$ cat config.mk
export PLATFORM = sky130hd
export DESIGN_NAME = rv32_loader
export DESIGN_NICKNAME = d
export VERILOG_FILES = /design/src/rtl/rv32_loader.sv
export SDC_FILE = /design/constraint.sdc
export NUM_CORES = 1
export LEC_CHECK = 0
export CORE_ASPECT_RATIO = 0.8
export CORE_MARGIN = 4
export CORE_UTILIZATION = 58
export DETAILED_ROUTE_END_ITERATION = 8
export GPL_ROUTABILITY_DRIVEN = 0
export PLACE_DENSITY_LB_ADDON = 0.05
export SLEW_MARGIN = 20
export SYNTH_ARGS = -nofsm -noshare
export SYNTH_HDL_FRONTEND = slang
export SYNTH_SLANG_ARGS = --single-unit
export TNS_END_PERCENT = 30
$ cat constraint.sdc
create_clock -name clk -period 2.98 [get_ports clk]
set_clock_uncertainty 0.15 [all_clocks]
set_input_delay 0.447 -clock clk [delete_from_list [all_inputs] [get_ports clk]]
set_output_delay 0.447 -clock clk [all_outputs]
set_load 0.05 [all_outputs]
$ cat src/rtl/rv32_loader.sv
// rv32_loader: serial boot loader and the write side of instruction memory.
//
// Receives an 8N1 UART byte stream (LSB first, idle high), parses the frame
//   0xA5, LEN_LO, LEN_HI, 4*LEN data bytes (little-endian words), CHK
// where CHK is the XOR of all data bytes. Each data word is written to
// instruction memory. The rv32 core is held in reset until a frame's
// checksum verifies.
//
// Parameters:
//   CLKS_PER_BIT  clk cycles per UART bit (>= 4)
//   ADDR_WIDTH    instruction-memory word-address width
//
// Ports:
//   clk           clock, all logic on posedge
//   reset         synchronous active-high reset
//   rx            UART receive line (asynchronous, idle high)
//   mem_write_en  one-cycle instruction-memory write strobe
//   mem_addr      word address of the current write
//   mem_data      assembled little-endian write word
//   core_reset    high holds the rv32 core in reset
//   done          high after a verified load, until the next frame starts
//   error         sticky load-failure flag
//
// Optional feature (macro RV32_LOADER_TIMEOUT_EN): an idle counter aborts a
// frame that sees no byte for 20*CLKS_PER_BIT cycles. Without the macro a
// stalled frame waits indefinitely.
//
// Handshake: there is no backpressure anywhere; a byte is consumed in the
// single cycle its internal byte_valid pulse is high, and mem_write_en is a
// one-cycle strobe the memory must accept unconditionally.

module rv32_loader #(
    parameter int CLKS_PER_BIT = 104,
    parameter int ADDR_WIDTH   = 10
) (
    input  logic                  clk,
    input  logic                  reset,
    input  logic                  rx,
    output logic                  mem_write_en,
    output logic [ADDR_WIDTH-1:0] mem_addr,
    output logic [31:0]           mem_data,
    output logic                  core_reset,
    output logic                  done,
    output logic                  error
);

    localparam int CW = $clog2(CLKS_PER_BIT) + 1;
    localparam logic [CW-1:0] HALF_LAST = CW'(CLKS_PER_BIT / 2 - 1);
    localparam logic [CW-1:0] BIT_LAST  = CW'(CLKS_PER_BIT - 1);
    localparam logic [16:0]   MAX_WORDS = 17'(1 << ADDR_WIDTH);

    // ---------------- rx synchronizer ----------------
    logic rx_meta, rx_sync;

    always_ff @(posedge clk) begin
        if (reset) begin
            rx_meta <= 1'b1;
            rx_sync <= 1'b1;
        end else begin
            rx_meta <= rx;
            rx_sync <= rx_meta;
        end
    end

    // ---------------- byte receiver ----------------
    typedef enum logic [1:0] {RX_IDLE, RX_START, RX_DATA, RX_STOP} rx_state_t;

    rx_state_t     rx_state;
    logic [CW-1:0] bit_cnt;
    logic [2:0]    bit_idx;
    logic [7:0]    shreg;
    logic          byte_valid;
    logic [7:0]    byte_data;
    logic          frame_err;

    always_ff @(posedge clk) begin
        if (reset) begin
            rx_state   <= RX_IDLE;
            bit_cnt    <= '0;
            bit_idx    <= '0;
            shreg      <= '0;
            byte_valid <= 1'b0;
            byte_data  <= '0;
            frame_err  <= 1'b0;
        end else begin
            byte_valid <= 1'b0;
            frame_err  <= 1'b0;
            case (rx_state)
                RX_IDLE: begin
                    bit_cnt <= '0;
                    if (!rx_sync) rx_state <= RX_START;
                end
                RX_START: begin
                    if (bit_cnt == HALF_LAST) begin
                        bit_cnt <= '0;
                        bit_idx <= '0;
                        // line back high at mid-start: a glitch, not a byte
                        rx_state <= rx_sync ? RX_IDLE : RX_DATA;
                    end else begin
                        bit_cnt <= bit_cnt + 1'b1;
                    end
                end
                RX_DATA: begin
                    if (bit_cnt == BIT_LAST) begin
                        bit_cnt <= '0;
                        shreg   <= {rx_sync, shreg[7:1]};
                        bit_idx <= bit_idx + 1'b1;
                        if (bit_idx == 3'd7) rx_state <= RX_STOP;
                    end else begin
                        bit_cnt <= bit_cnt + 1'b1;
                    end
                end
                RX_STOP: begin
                    if (bit_cnt == BIT_LAST) begin
                        bit_cnt  <= '0;
                        rx_state <= RX_IDLE;
                        if (rx_sync) begin
                            byte_valid <= 1'b1;
                            byte_data  <= shreg;
                        end else begin
                            frame_err <= 1'b1;
                        end
                    end else begin
                        bit_cnt <= bit_cnt + 1'b1;
                    end
                end
                default: rx_state <= RX_IDLE;
            endcase
        end
    end

    // ---------------- frame FSM ----------------
    typedef enum logic [2:0] {
        F_WAIT_MAGIC, F_LEN0, F_LEN1, F_DATA, F_CHECK
    } frame_state_t;

    frame_state_t state;
    logic [7:0]   len_lo;
    logic [15:0]  len;
    logic [16:0]  word_cnt;
    logic [1:0]   byte_idx;
    logic [7:0]   acc;

`ifdef RV32_LOADER_TIMEOUT_EN
    localparam logic [31:0] TIMEOUT_LAST = 32'(20 * CLKS_PER_BIT - 1);
    logic [31:0] idle_cnt;

    always_ff @(posedge clk) begin
        if (reset || byte_valid || state == F_WAIT_MAGIC) idle_cnt <= '0;
        else                                             idle_cnt <= idle_cnt + 1'b1;
    end
`endif

    always_ff @(posedge clk) begin
        if (reset) begin
            state        <= F_WAIT_MAGIC;
            len_lo       <= '0;
            len          <= '0;
            word_cnt     <= '0;
            byte_idx     <= '0;
            acc          <= '0;
            mem_write_en <= 1'b0;
            mem_addr     <= '0;
            mem_data     <= '0;
            core_reset   <= 1'b1;
            done         <= 1'b0;
            error        <= 1'b0;
        end else begin
            // The strobe lasts one cycle; the address advances right after it.
            if (mem_write_en) begin
                mem_write_en <= 1'b0;
                mem_addr     <= mem_addr + 1'b1;
            end

            if (frame_err && state != F_WAIT_MAGIC) begin
                error <= 1'b1;
                state <= F_WAIT_MAGIC;
            end
`ifdef RV32_LOADER_TIMEOUT_EN
            else if (state != F_WAIT_MAGIC && !byte_valid && idle_cnt == TIMEOUT_LAST) begin
                error <= 1'b1;
                state <= F_WAIT_MAGIC;
            end
`endif
            else begin
                case (state)
                    F_WAIT_MAGIC: begin
                        if (byte_valid && byte_data == 8'hA5) begin
                            core_reset <= 1'b1;
                            done       <= 1'b0;
                            error      <= 1'b0;
                            mem_addr   <= '0;
                            acc        <= '0;
                            byte_idx   <= '0;
                            word_cnt   <= '0;
                            state      <= F_LEN0;
                        end
                    end
                    F_LEN0: begin
                        if (byte_valid) begin
                            len_lo <= byte_data;
                            state  <= F_LEN1;
                        end
                    end
                    F_LEN1: begin
                        if (byte_valid) begin
                            len <= {byte_data, len_lo};
                            if ({1'b0, byte_data, len_lo} > MAX_WORDS) begin
                                error <= 1'b1;
                                state <= F_WAIT_MAGIC;
                            end else if ({byte_data, len_lo} == 16'd0) begin
                                state <= F_CHECK;
                            end else begin
                                state <= F_DATA;
                            end
                        end
                    end
                    F_DATA: begin
                        if (byte_valid) begin
                            mem_data[8*byte_idx +: 8] <= byte_data;
                            acc      <= acc ^ byte_data;
                            byte_idx <= byte_idx + 1'b1;
                            if (byte_idx == 2'd3) mem_write_en <= 1'b1;
                        end else if (mem_write_en) begin
                            // Leave DATA only once the strobe has dropped.
                            word_cnt <= word_cnt + 1'b1;
                            if (word_cnt + 17'd1 == {1'b0, len}) state <= F_CHECK;
                        end
                    end
                    F_CHECK: begin
                        if (byte_valid) begin
                            if (byte_data == acc) begin
                                done       <= 1'b1;
                                core_reset <= 1'b0;
                            end else begin
                                error <= 1'b1;
                            end
                            state <= F_WAIT_MAGIC;
                        end
                    end
                    default: state <= F_WAIT_MAGIC;
                endcase
            end
        end
    end

endmodule
# Word level (Yosys, flattened, before mapping)
# Cells that the tools add are included.
# word_totals
rom_bits,0
reg_bits,133
out_inout_bits,46
wordCells,150
ramBits,0
inputBits,3
n_memories,0
latch_bits,0
# op_classes
reduce_logical,26
div_mod_pow,0
mux,55
n_eq_ne,33
n_lt_le_gt_ge,1
shifts,2
bitwise_logic,6
n_mul,0
addsub,6
# ops
cell,count
2-to-1 mux 17 bit,3
2-to-1 mux 10 bit,4
negator 5 -> 34 bit,1
one-hot mux 17 bit (2 select lines),1
"variable shift 8 x 34 -> 32 bit, first input constant",1
indexed part select 8 x 34 -> 32 bit,1
2-to-1 mux 3 bit,11
bitwise mux 32 bit,1
2-to-1 mux 8 bit,4
"inequality test 2 bit, second input constant",14
one-hot mux 8 bit (3 select lines),1
"adder 17 x 1 -> 17 bit, second input constant",1
equality test 17 x 16 -> 1 bit,1
"greater-than comparator 16 x 11 -> 1 bit, second input constant",1
zero test 16 bit,1
2-to-1 mux 2 bit,8
one-hot mux 8 bit (2 select lines),1
"inequality test 3 bit, second input constant",5
one-hot mux 3 bit (5 select lines),1
AND reduction 3 bit,5
AND reduction 5 bit,3
2-to-1 mux 1 bit,14
"adder 10 x 1 -> 10 bit, second input constant",1
"adder 8 x 1 -> 8 bit, second input constant",1
31 further kinds,44

# Depth between registers and ports, before layout
# Gate-level depths: netlist of run 1.
# depth
depth_word,6
mapped_depth,8
depth_no_buf,7

# Worst setup path before layout of run 1
# OpenSTA, ideal clock, no wires.
# synth_timing
kind,register -> register
startpoint,register mem_write_en
endpoint,register word_cnt[10]
required_ns,2.760
path_slack_ns,0.538
stages_incl_launch_ff,7
setup_ns,0.070
arrival_ns,2.222
period_less_slack_ns,2.442
n_path_buf,1
cell_sequence,dfxtp_1 > buf_4 > nand3b_1 > or3_1 > or4_4 > or4_1 > a21oi_1
# synth_between
elab_chain_len,2
# synth_lines
element,line,rtl
from (decl),39,"output logic mem_write_en,"
from (signal assigned),162,mem_write_en <= 1'b0;
from (signal assigned),171,mem_write_en <= 1'b0;
from (signal assigned),223,if (byte_idx == 2'd3) mem_write_en <= 1'b1;
inequality test 2 bit (no source line),--,
AND reduction 5 bit (no source line),--,
to (signal assigned),226,word_cnt <= word_cnt + 1'b1;
to (decl),140,logic [16:0] word_cnt;
# Every way passes these cells.
# A chain may end at the register's enable or synchronous reset.

# Worst setup path in the final report of run 1
# layout_timing
startpoint,register byte_data[3]
endpoint,register word_cnt[9]
# layout_between
elab_chain_len,4
# layout_lines
element,line,rtl
from (decl),73,logic [7:0] byte_data;
from (signal assigned),119,byte_data <= shreg;
equality test 8 bit,188,if (byte_valid && byte_data == 8'hA5) begin
logical AND 1 bit,188,
inequality test 2 bit (no source line),--,
AND reduction 5 bit (no source line),--,
# Every way passes these cells.

==> results.txt, run 1 <==
----------------------------------------------------
[GRT]
  Pin count of the biggest net entering global routing ... 60
  Antenna violations before repair ... 0
  Congestion Overflow GR ... 0
  Wire length of the first global-routing pass ... 27.09 mm
  Combined global-route utilization of all metal layers ... 25.78%
  Vias in the first global route ... 5701

[Critical path]
  Required time worst endpoint ... 3170 ps
  Startpoint class of the critical path ... register
  Critical-path maximum fanout ... 19
  Element type at the critical path end ... register
  Data arrival time at the worst-slack endpoint ... 2730 ps
  Critical path start-end classification ... register to register

[Timing]
  Upper clock frequency limit ... 394.8 MHz
  Shortest clock period the worst path allows after layout ... 2533 ps
  Count of final setup violators ... 0
  Setup repair after global routing missed its margin ... no
  Final Hold Violating Endpoints ... 0
  Part of the cycle the worst path needs ... 84.99%
  Hold Worst Slack ... 256.6 ps
  Number of slew-limit violations in the final report ... 0
  Worst rel slew slack ... 57.97%
  Actual slew at the worst max-slew pin ... 630.5 ps
  Setup total negative slack ... 0 ps

[Clock network]
  Skew-Pair Late Insertion Delay ... 410 ps
  Max Root-Sink Buffers ... 2
  Clock buffer count from CTS ... 17
  Root Driver ... sky130_fd_sc_hd__clkbuf_16
  Post-cts gate resize count ... 0
  Sinks on the clock net ... 133
  Hold-fix buffers at CTS ... 0
  H-tree lvl count ... 4
  Number of buffers added for setup after CTS ... 0
  CTS tree ... done
  Clock-pin slew reported for the worst setup and hold paths after clock tree synthesis ... 60 ps

[Die]
  Cell row count ... 33
  Effective utilization at floorplan ... 60.55%
  Core Footprint ... 10450 sq um
  Total die area ... 12650 sq um
  Die span in y ... 101.4 microns
  Top-level port count ... 49
  Floorplan die width ... 124.8 microns

[Worst hold path]
  Worst min path class ... register to register

[Yosys]
  Average instance area after synthesis ... 7.966 sq um
  Yosys Warn Count ... 0
  Most used standard cell by instance count after synthesis ... sky130_fd_sc_hd__dfxtp_1
  Most frequent cells after synthesis ... 133 x sky130_fd_sc_hd__dfxtp_1, 123 x sky130_fd_sc_hd__nand2_1, 113 x sky130_fd_sc_hd__a21oi_1
  Biggest area contributors in the synthesized netlist ... sky130_fd_sc_hd__dfxtp_1 42%, sky130_fd_sc_hd__a21oi_1 8.9%, sky130_fd_sc_hd__nand2_1 7.3%
  Post-Syn Nets ... 808
  Proportion of register bits with asynchronous set or reset after synthesis ... 0%
  Post-synthesis sequential element count ... 133
  EDFF count, synth ... 0
  Cell Area, Synth ... 6325 sq um
  Register area share after synthesis ... 42.10%
  Top-area cell type share of the netlist area ... 42.10%
  Most instantiated flip-flop cell in the synthesis netlist ... sky130_fd_sc_hd__dfxtp_1
  Top cell type by total area after synthesis ... sky130_fd_sc_hd__dfxtp_1
  Number of distinct library cells after synthesis ... 58
  Number of standard cells after synthesis ... 794

[Drt]
  Routed Wire Length ... 15.98 mm
  DRC violations left ... 0
  Via density ... 6.059
  Violation count after the first detailed-routing iteration ... 614
  Average wire per standard cell ... 16.37 microns
  Remaining antenna violation count ... 0
  Drt first pass iters ... 5
  Total via count after detailed routing ... 5914

[Finish]
  Total area of multi-input combinational cells ... 3358 sq um
  Total inserted antenna cells ... 0
  Register area ... 2663 sq um
  Total number of nets in the final design ... 838
  Share of layout cells above drive strength 1 ... 7.895%
  Layout area overhead ... 17.96%
  Post-Layout Cell Count ... 976
  Final-layout fill cell count ... 844

[Pwr]
  Net Sw Power ... 0.8546 mW
  Share of power burned in the clock network ... 54.3%
  Max IR drop VDD ... 0.4666 mV
  PD cells ... 534.6 nW/um^2
  Portion of total power attributed to sequential cells ... 44.7%
  Cell Int Power ... 3.134 mW
  Leakage component of the power ... 2.540 nW
  Share of total power consumed by net switching ... 21.43%
  Relative contribution of combinational cells to total power ... 1.0%
  Design Power ... 3.989 mW

[Placement]
  Number of cells after detailed placement ... 945
  Total half-perimeter wirelength after legalization and detailed placement ... 10.54 mm
  Total of buffers placed on input and output ports ... 48

[Run]
  Reported max-cap violation count ... 0

[Run status]
  Result of the run ... finished clean

----------------------------------------------------
==> worst max-delay path, stage by stage (launching register included) <==
cell                       delay [ps]
sky130_fd_sc_hd__dfxtp_1          460
sky130_fd_sc_hd__or3_4            490
sky130_fd_sc_hd__or4_4            530
sky130_fd_sc_hd__a21o_2           350
sky130_fd_sc_hd__nor2_8           190
sky130_fd_sc_hd__nand4b_1         120
sky130_fd_sc_hd__a21oi_1          160
==> stage by stage <==
| step | worst slack (ps) | util (%) | instance area, sq um |
|---|---|---|---|
| floorplan | 538.2 | - | 6325 |
| global placement | 519.7 | 65.58 | 6850 |
| detailed placement | 465.6 | 65.58 | 6850 |
| CTS | 459.8 | 71.42 | 7461 |
| global route | 227.1 | 71.42 | 7461 |
| finish | 447.3 | 71.42 | 7461 |
==> layout by cell type, fill, tap and decap left out, types with 10 or more instances in the layout <==
cell type / synthesis / routed
sky130_fd_sc_hd__a21oi_1: 113 / 113
sky130_fd_sc_hd__a31oi_1: 11 / 11
sky130_fd_sc_hd__and3_1: 13 / 13
sky130_fd_sc_hd__buf_4: 4 / 19
sky130_fd_sc_hd__clkbuf_16: 0 / 17
sky130_fd_sc_hd__clkdlybuf4s50_1: 0 / 47
sky130_fd_sc_hd__dfxtp_1: 133 / 133
sky130_fd_sc_hd__ha_1: 11 / 11
sky130_fd_sc_hd__inv_1: 10 / 10
sky130_fd_sc_hd__nand2_1: 123 / 123
sky130_fd_sc_hd__nand3_1: 74 / 74
sky130_fd_sc_hd__nand3b_1: 15 / 15
sky130_fd_sc_hd__nand4_1: 13 / 13
sky130_fd_sc_hd__nor2_1: 52 / 52
sky130_fd_sc_hd__o21ai_0: 33 / 33
sky130_fd_sc_hd__xnor2_1: 24 / 24
sky130_fd_sc_hd__xor2_1: 20 / 20
==> cell families after synthesis <==
family,synth area share (%)
and+or+nand+nor,28.21
AOI/OAI and AO/OA,16.06
DFF,42.10
buffers and inverters,5.045
xor gates and xnor gates,6.093
adders and majority gates,2.176
muxes,0.3165
==> state kept, by name (all words and copies together) (netlist names), 2 cells and up, named ones only <==
register and flops:
mem_data 32, word_cnt 17, len 16, mem_addr 10
acc 8, bit_cnt 8, byte_data 8, len_lo 8
shreg 8, bit_idx 3, state 3, byte_idx 2
==> power by group through the flow <==
stage	registers [mW]	clock network (mW)	logic (mW)
final	1.78	2.17	0.0390
after global routing	1.78	2.28	0.0429
after CTS	1.78	2.19	0.0386
after detailed placement	1.82	0	0.0386
after global placement	1.82	0	0.0383
after floorplan	1.82	0	0.0290
==> area by class of cell <==
cell class,instances,share of cell area [%]
Clock buffer,18,5.886
Timing Repair Buffer,66,8.217
Tap cell,140,2.348
Sequential cell,133,35.69
Inverter,11,0.5534
Multi-Input combinational cell,595,45.01
Clock inverter,13,2.297
==> worst paths after layout <==
| path | from | end | slack (ps) | depth (start not counted) |
|---|---|---|---|---|
| max | byte_data[3] | word_cnt[9] | 450 | 6 |
| min | rx_meta | rx_sync | 260 | 1 |
| max reg2reg | byte_data[3] | word_cnt[9] | 450 | 6 |
| min reg2reg | rx_meta | rx_sync | 260 | 1 |
==> metal layers <==
layer	up-vias	track usage (%)	share of wire, %
met4	0	8.256	1.7
li1	2851	-	-
met3	38	6.273	7.0
met5	-	0	0
met2	253	41.53	44
met1	2772	34.63	47
Note: power is estimated with default switching activity, not from simulation.
==> inputs of run 2 (changes only) <==
Settings changed: CORE_UTILIZATION 58 to 53.
Clock period 2.98 ns to 2.3 ns, I/O delays scaled along.
==> run 2 against run 1 <==
  * Worst hold slack worse by 170 ps
  * Wire length up 3.4%
  * Clock power up 38%
  * Setup slack worse by 380 ps
  * Utilization down 4.2 points
  * Count of clock-buffer cells in the layout up 2
  * Sequential cell count unchanged
  * Global-route usage down 1.3 points
  * Register-to-register slack worse by 380 ps
  * Die area up 8.8%
==> results.txt, run 2 (synthesized netlist as in run 1, its figures left out) <==
----------------------------------------------------
[Run status]
  Result of the run ... finished clean

[Timing]
  Final setup slack of the worst path ... 70.11 ps
  Actual slew at the worst max-slew pin ... 563.6 ps
  Setup repair after global routing missed its margin ... yes
  Count of final setup violators ... 0
  Setup total negative slack ... 0 ps
  Shortest clock period the worst path allows after layout ... 2230 ps
  Final Hold Violating Endpoints ... 0
  Upper clock frequency limit ... 448.5 MHz
  Number of slew-limit violations in the final report ... 0
  Part of the cycle the worst path needs ... 96.95%
  Worst rel slew slack ... 62.43%

[Drt]
  Violation count after the first detailed-routing iteration ... 564
  Drt first pass iters ... 5
  Average wire per standard cell ... 16.26 microns
  Routed Wire Length ... 16.52 mm
  Remaining antenna violation count ... 0
  Total via count after detailed routing ... 5969
  DRC violations left ... 0
  Via density ... 5.875

[GRT]
  Pin count of the biggest net entering global routing ... 65
  Congestion Overflow GR ... 0
  Combined global-route utilization of all metal layers ... 24.49%
  Antenna violations before repair ... 0
  Wire length of the first global-routing pass ... 27.54 mm
  Vias in the first global route ... 5769

[Pwr]
  Design Power ... 5.369 mW
  Max IR drop VDD ... 0.5597 mV
  Leakage component of the power ... 2.740 nW
  PD cells ... 688.3 nW/um^2

[Clock network]
  Clock-pin slew reported for the worst setup and hold paths after clock tree synthesis ... 60 ps
  Clock buffer count from CTS ... 17
  H-tree lvl count ... 4
  Number of buffers added for setup after CTS ... 0
  CTS tree ... done
  Hold-fix buffers at CTS ... 0
  Root Driver ... sky130_fd_sc_hd__clkbuf_16
  Sinks on the clock net ... 133
  Max Root-Sink Buffers ... 2
  Skew-Pair Late Insertion Delay ... 410 ps

[Finish]
  Total inserted antenna cells ... 0
  Registers with the most flip-flops ... mem_data: 32 flops, word_cnt: 17 flops, len: 16 flops
  Max FFs per register ... 32
  Total number of nets in the final design ... 870
  Share of layout cells above drive strength 1 ... 12.10%
  Post-Layout Cell Count ... 1016
  Most common cell after layout, fill and taps aside ... sky130_fd_sc_hd__dfxtp_1
  Highest-count cells in the layout ignoring fill and taps ... 131 x sky130_fd_sc_hd__dfxtp_1, 123 x sky130_fd_sc_hd__nand2_1, 112 x sky130_fd_sc_hd__a21oi_1
  Layout area overhead ... 23.32%
  Register ranked first by flip-flop count ... mem_data

[Critical path]
  Critical path start-end classification ... register to register
  Required time worst endpoint ... 2510 ps
  Startpoint class of the critical path ... register
  Critical-path maximum fanout ... 10
  Crit-path cells ... and4_1 > and4_1 > o22ai_1 > nor4_1 > and4_2 > o211a_1
  Library cell contributing the largest single delay on the critical path ... sky130_fd_sc_hd__dfxtp_1
  Cell with the most instances on the worst path ... sky130_fd_sc_hd__and4_1
  Largest stage delay on the critical path ... 520 ps
  Data arrival time at the worst-slack endpoint ... 2440 ps
  Element type at the critical path end ... register

[Placement]
  Number of cells after detailed placement ... 985
  Pre-CTS setup slack ... 6.009 ps
  Total half-perimeter wirelength after legalization and detailed placement ... 11.08 mm
  Total of buffers placed on input and output ports ... 48

[Die]
  Cell row count ... 35
  Total die area ... 13760 sq um
  Die span in y ... 105.7 microns
  Top-level port count ... 49
  Core Footprint ... 11600 sq um
  Floorplan die width ... 130.1 microns
  Effective utilization at floorplan ... 54.50%

[Run]
  Reported max-cap violation count ... 0

[Worst hold path]
  Worst min path class ... primary input to register

----------------------------------------------------
run 2: cell types whose count changed in the layout (fill, tap and decap cells not counted), sizes merged:
cell	previous run	this run
buf	19	51
bufinv	3	5
clkbuf	18	20
inv	15	13
clkinv	4	3
clkinvlp	2	1
run 2: worst max-delay path: cells and delay by family (launching register included):
| kind | cells | cell delay [ps] |
|---|---|---|
| AOI/OAI and AO/OA | 2 | 220 |
| DFF | 1 | 520 |
| and+or+nand+nor | 4 | 1270 |
run 2: layer usage:
| layer | GRT usage (%) | part of all wire [%] | up-vias |
|---|---|---|---|
| li1 | - | - | 2918 |
| met2 | 37.34 | 45 | 185 |
| met4 | 6.602 | 1.4 | 0 |
| met5 | 0 | 0 | - |
| met3 | 6.079 | 6.0 | 25 |
| met1 | 34.43 | 48 | 2841 |
run 2: timing repair:
item | CTS | global route
pin swaps | 0 | 0
setup endpoints to repair | 2 | 44
gates resized for setup | 1 | 7
run 2: area by class of cell:
type | count | area, sq um
Sequential cell | 133 | 2665
Tap cell | 148 | 185.2
Fill cell | 966 | 3805
Clock buffer | 20 | 456.7
Multi-Input combinational cell | 595 | 3388
Inverter | 11 | 41.29
Timing Repair Buffer | 98 | 865.8
Clock inverter | 11 | 197.7
run 2: final timing paths:
kind,start,slack [ps],endpoint,cells after the start
worst max-delay path,word_cnt[2],70,state[2],6
worst min-delay path,reset,90,shreg[7],2
worst max register to register,word_cnt[2],70,state[2],6
worst min register to register,rx_meta,260,rx_sync,1
run 2: power by group:
group          internal (mW)  switching [mW]  leakage, nW
Combinational         0.0130          0.0410         1.35
Clock                   1.98            1.02        0.317
Sequential              2.31         0.00409         1.07
Total                   4.30            1.07         2.74
run 2: metrics by stage:
stage	hold slack [ps]	instance area (sq um)	util [%]
4_1_cts	76.57	7775	67.00
5_1_grt	88.68	7800	67.21
6_report	90.79	7800	67.21
2_1_floorplan	239.5	6326	-
3_5_place_dp	250.5	7114	61.30
3_3_place_gp	244.7	7114	61.30
==> inputs of run 3 (changes only) <==
Settings changed: CORE_UTILIZATION 53 to 57, DONT_BUFFER_PORTS set to 1.
==> run 3 against run 2 <==
  * The run now ends with negative hold slack left
  * Sequential power about the same
  * Largest cell class unchanged
  * Die area decreased by 6.5%
  * Design area shrank 6.0%
  * Register-to-register slack gained 30 ps
  * Worst hold slack got worse by 230 ps
  * Global-route usage up 0.16 points
  * Highest routed layer unchanged
  * Critical path type unchanged
  * Utilization increased by 0.41 points
  * Via count shrank 3.7%
==> results.txt, run 3 (synthesized netlist as in run 1, its figures left out) <==
----------------------------------------------------
[Finish]
  Most common cell after layout, fill and taps aside ... sky130_fd_sc_hd__dfxtp_1
  Share of layout cells above drive strength 1 ... 13.27%
  Highest-count cells in the layout ignoring fill and taps ... 132 x sky130_fd_sc_hd__dfxtp_1, 122 x sky130_fd_sc_hd__nand2_1, 113 x sky130_fd_sc_hd__a21oi_1
  Post-Layout Cell Count ... 973
  Register ranked first by flip-flop count ... mem_data
  Total number of nets in the final design ... 830
  Registers with the most flip-flops ... mem_data: 32 flops, word_cnt: 17 flops, len: 16 flops
  Register area ... 2664 sq um
  Total area of multi-input combinational cells ... 3407 sq um
  Total inserted antenna cells ... 0
  Final-layout fill cell count ... 946
  Max FFs per register ... 32
  Layout area overhead ... 15.98%

[Timing]
  Upper clock frequency limit ... 453.6 MHz
  Setup repair after global routing missed its margin ... yes
  Shortest clock period the worst path allows after layout ... 2205 ps
  Hold Worst Slack ... -137.1 ps
  Part of the cycle the worst path needs ... 95.86%
  Final Hold Violating Endpoints ... 107
  Actual slew at the worst max-slew pin ... 574.0 ps
  Worst rel slew slack ... 61.68%
  Number of slew-limit violations in the final report ... 0
  Count of final setup violators ... 0
  Final setup slack of the worst path ... 95.28 ps
  Setup total negative slack ... 0 ps

[Critical path]
  Startpoint class of the critical path ... register
  Element type at the critical path end ... register
  Data arrival time at the worst-slack endpoint ... 2420 ps
  Critical path start-end classification ... register to register
  Required time worst endpoint ... 2510 ps
  Critical-path maximum fanout ... 7

[Drt]
  Average wire per standard cell ... 16.18 microns
  Violation count after the first detailed-routing iteration ... 433
  Routed Wire Length ... 15.74 mm
  DRC violations left ... 0
  Remaining antenna violation count ... 0
  Drt first pass iters ... 5
  Via density ... 5.908
  Total via count after detailed routing ... 5748

[Placement]
  Pre-CTS setup slack ... 64.28 ps
  Total half-perimeter wirelength after legalization and detailed placement ... 10.38 mm
  Total of buffers placed on input and output ports ... 0
  Number of cells after detailed placement ... 937

[Die]
  Top-level port count ... 49
  Cell row count ... 34
  Effective utilization at floorplan ... 58.30%
  Die span in y ... 102.2 microns
  Floorplan die width ... 125.8 microns
  Core Footprint ... 10850 sq um
  Total die area ... 12860 sq um

[Run status]
  Violations in the final reports ... negative hold slack
  Result of the run ... finished with violations

[GRT]
  Antenna violations before repair ... 0
  Pin count of the biggest net entering global routing ... 114
  Vias in the first global route ... 5274
  Wire length of the first global-routing pass ... 25.83 mm
  Combined global-route utilization of all metal layers ... 24.65%
  Congestion Overflow GR ... 0

[Run]
  Reported max-cap violation count ... 0

[Pwr]
  Leakage component of the power ... 2.586 nW
  PD cells ... 690.7 nW/um^2
  Max IR drop VDD ... 0.4971 mV

[Clock network]
  Sinks on the clock net ... 133
  H-tree lvl count ... 4
  Clock buffer count from CTS ... 17
  CTS tree ... done
  Clock-pin slew reported for the worst setup and hold paths after clock tree synthesis ... 60 ps
  Max Root-Sink Buffers ... 2
  Hold-fix buffers at CTS ... 4
  Root Driver ... sky130_fd_sc_hd__clkbuf_16
  Number of buffers added for setup after CTS ... 0
  Skew-Pair Late Insertion Delay ... 420 ps

[Worst hold path]
  Worst min path class ... primary input to register

----------------------------------------------------
-- run 3: layout make-up --
class,instances,area share (%)
Clock buffer,18,5.850
Inverter,11,0.5629
Multi-Input combinational cell,595,46.44
Timing Repair Buffer,58,6.072
Tap cell,144,2.456
Clock inverter,14,2.303
Sequential cell,133,36.31
-- run 3: stage by stage --
step           hold WS, ps  util (%)  total power [mW]  instance area [sq um]
2_1_floorplan        239.5         -             2.396                   6326
3_3_place_gp         247.5     61.29             2.376                   6649
3_5_place_dp         248.0     61.29             2.376                   6649
4_1_cts             -159.9     67.17             5.098                   7287
5_1_grt             -166.5     67.62             5.222                   7336
6_report            -137.1     67.62             5.067                   7336
-- run 3: power by group --
group | internal, mW | switching (mW)
combinational | 0.00988 | 0.0110
clock | 1.63 | 1.11
sequential | 2.31 | 0.00386
-- run 3: path summary, 6_finish.rpt --
check	startpoint	to	slack [ps]	cells past startpoint
worst min-delay path	reset	done	-140	1
worst min register to register	len[13]	len[13]	310	2
worst max register to register	word_cnt[6]	state[2]	100	6
worst max-delay path	word_cnt[6]	state[2]	100	6
-- run 3: what timing repair did --
action / CTS / global route
hold endpoints to repair: 111 / 108
setup endpoints to repair: 0 / 47
gates resized for setup: 0 / 9
-- run 3: critical path: stages (launching register included) --
cell,delay (ps)
sky130_fd_sc_hd__dfxtp_1,350
sky130_fd_sc_hd__nand4_1,380
sky130_fd_sc_hd__nor4_2,420
sky130_fd_sc_hd__a21oi_1,120
sky130_fd_sc_hd__o31ai_1,270
sky130_fd_sc_hd__and4_1,310
sky130_fd_sc_hd__o211a_1,150
-- run 3: per-layer routing --
| layer | track usage (%) | vias to the layer above | wire (microns) |
|---|---|---|---|
| li1 | - | 2847 | - |
| met1 | 33.47 | 2703 | 7331 |
| met2 | 39.52 | 184 | 7122 |
| met3 | 6.322 | 14 | 1124 |
| met4 | 6.843 | 0 | 160 |
| met5 | 0 | - | 0 |
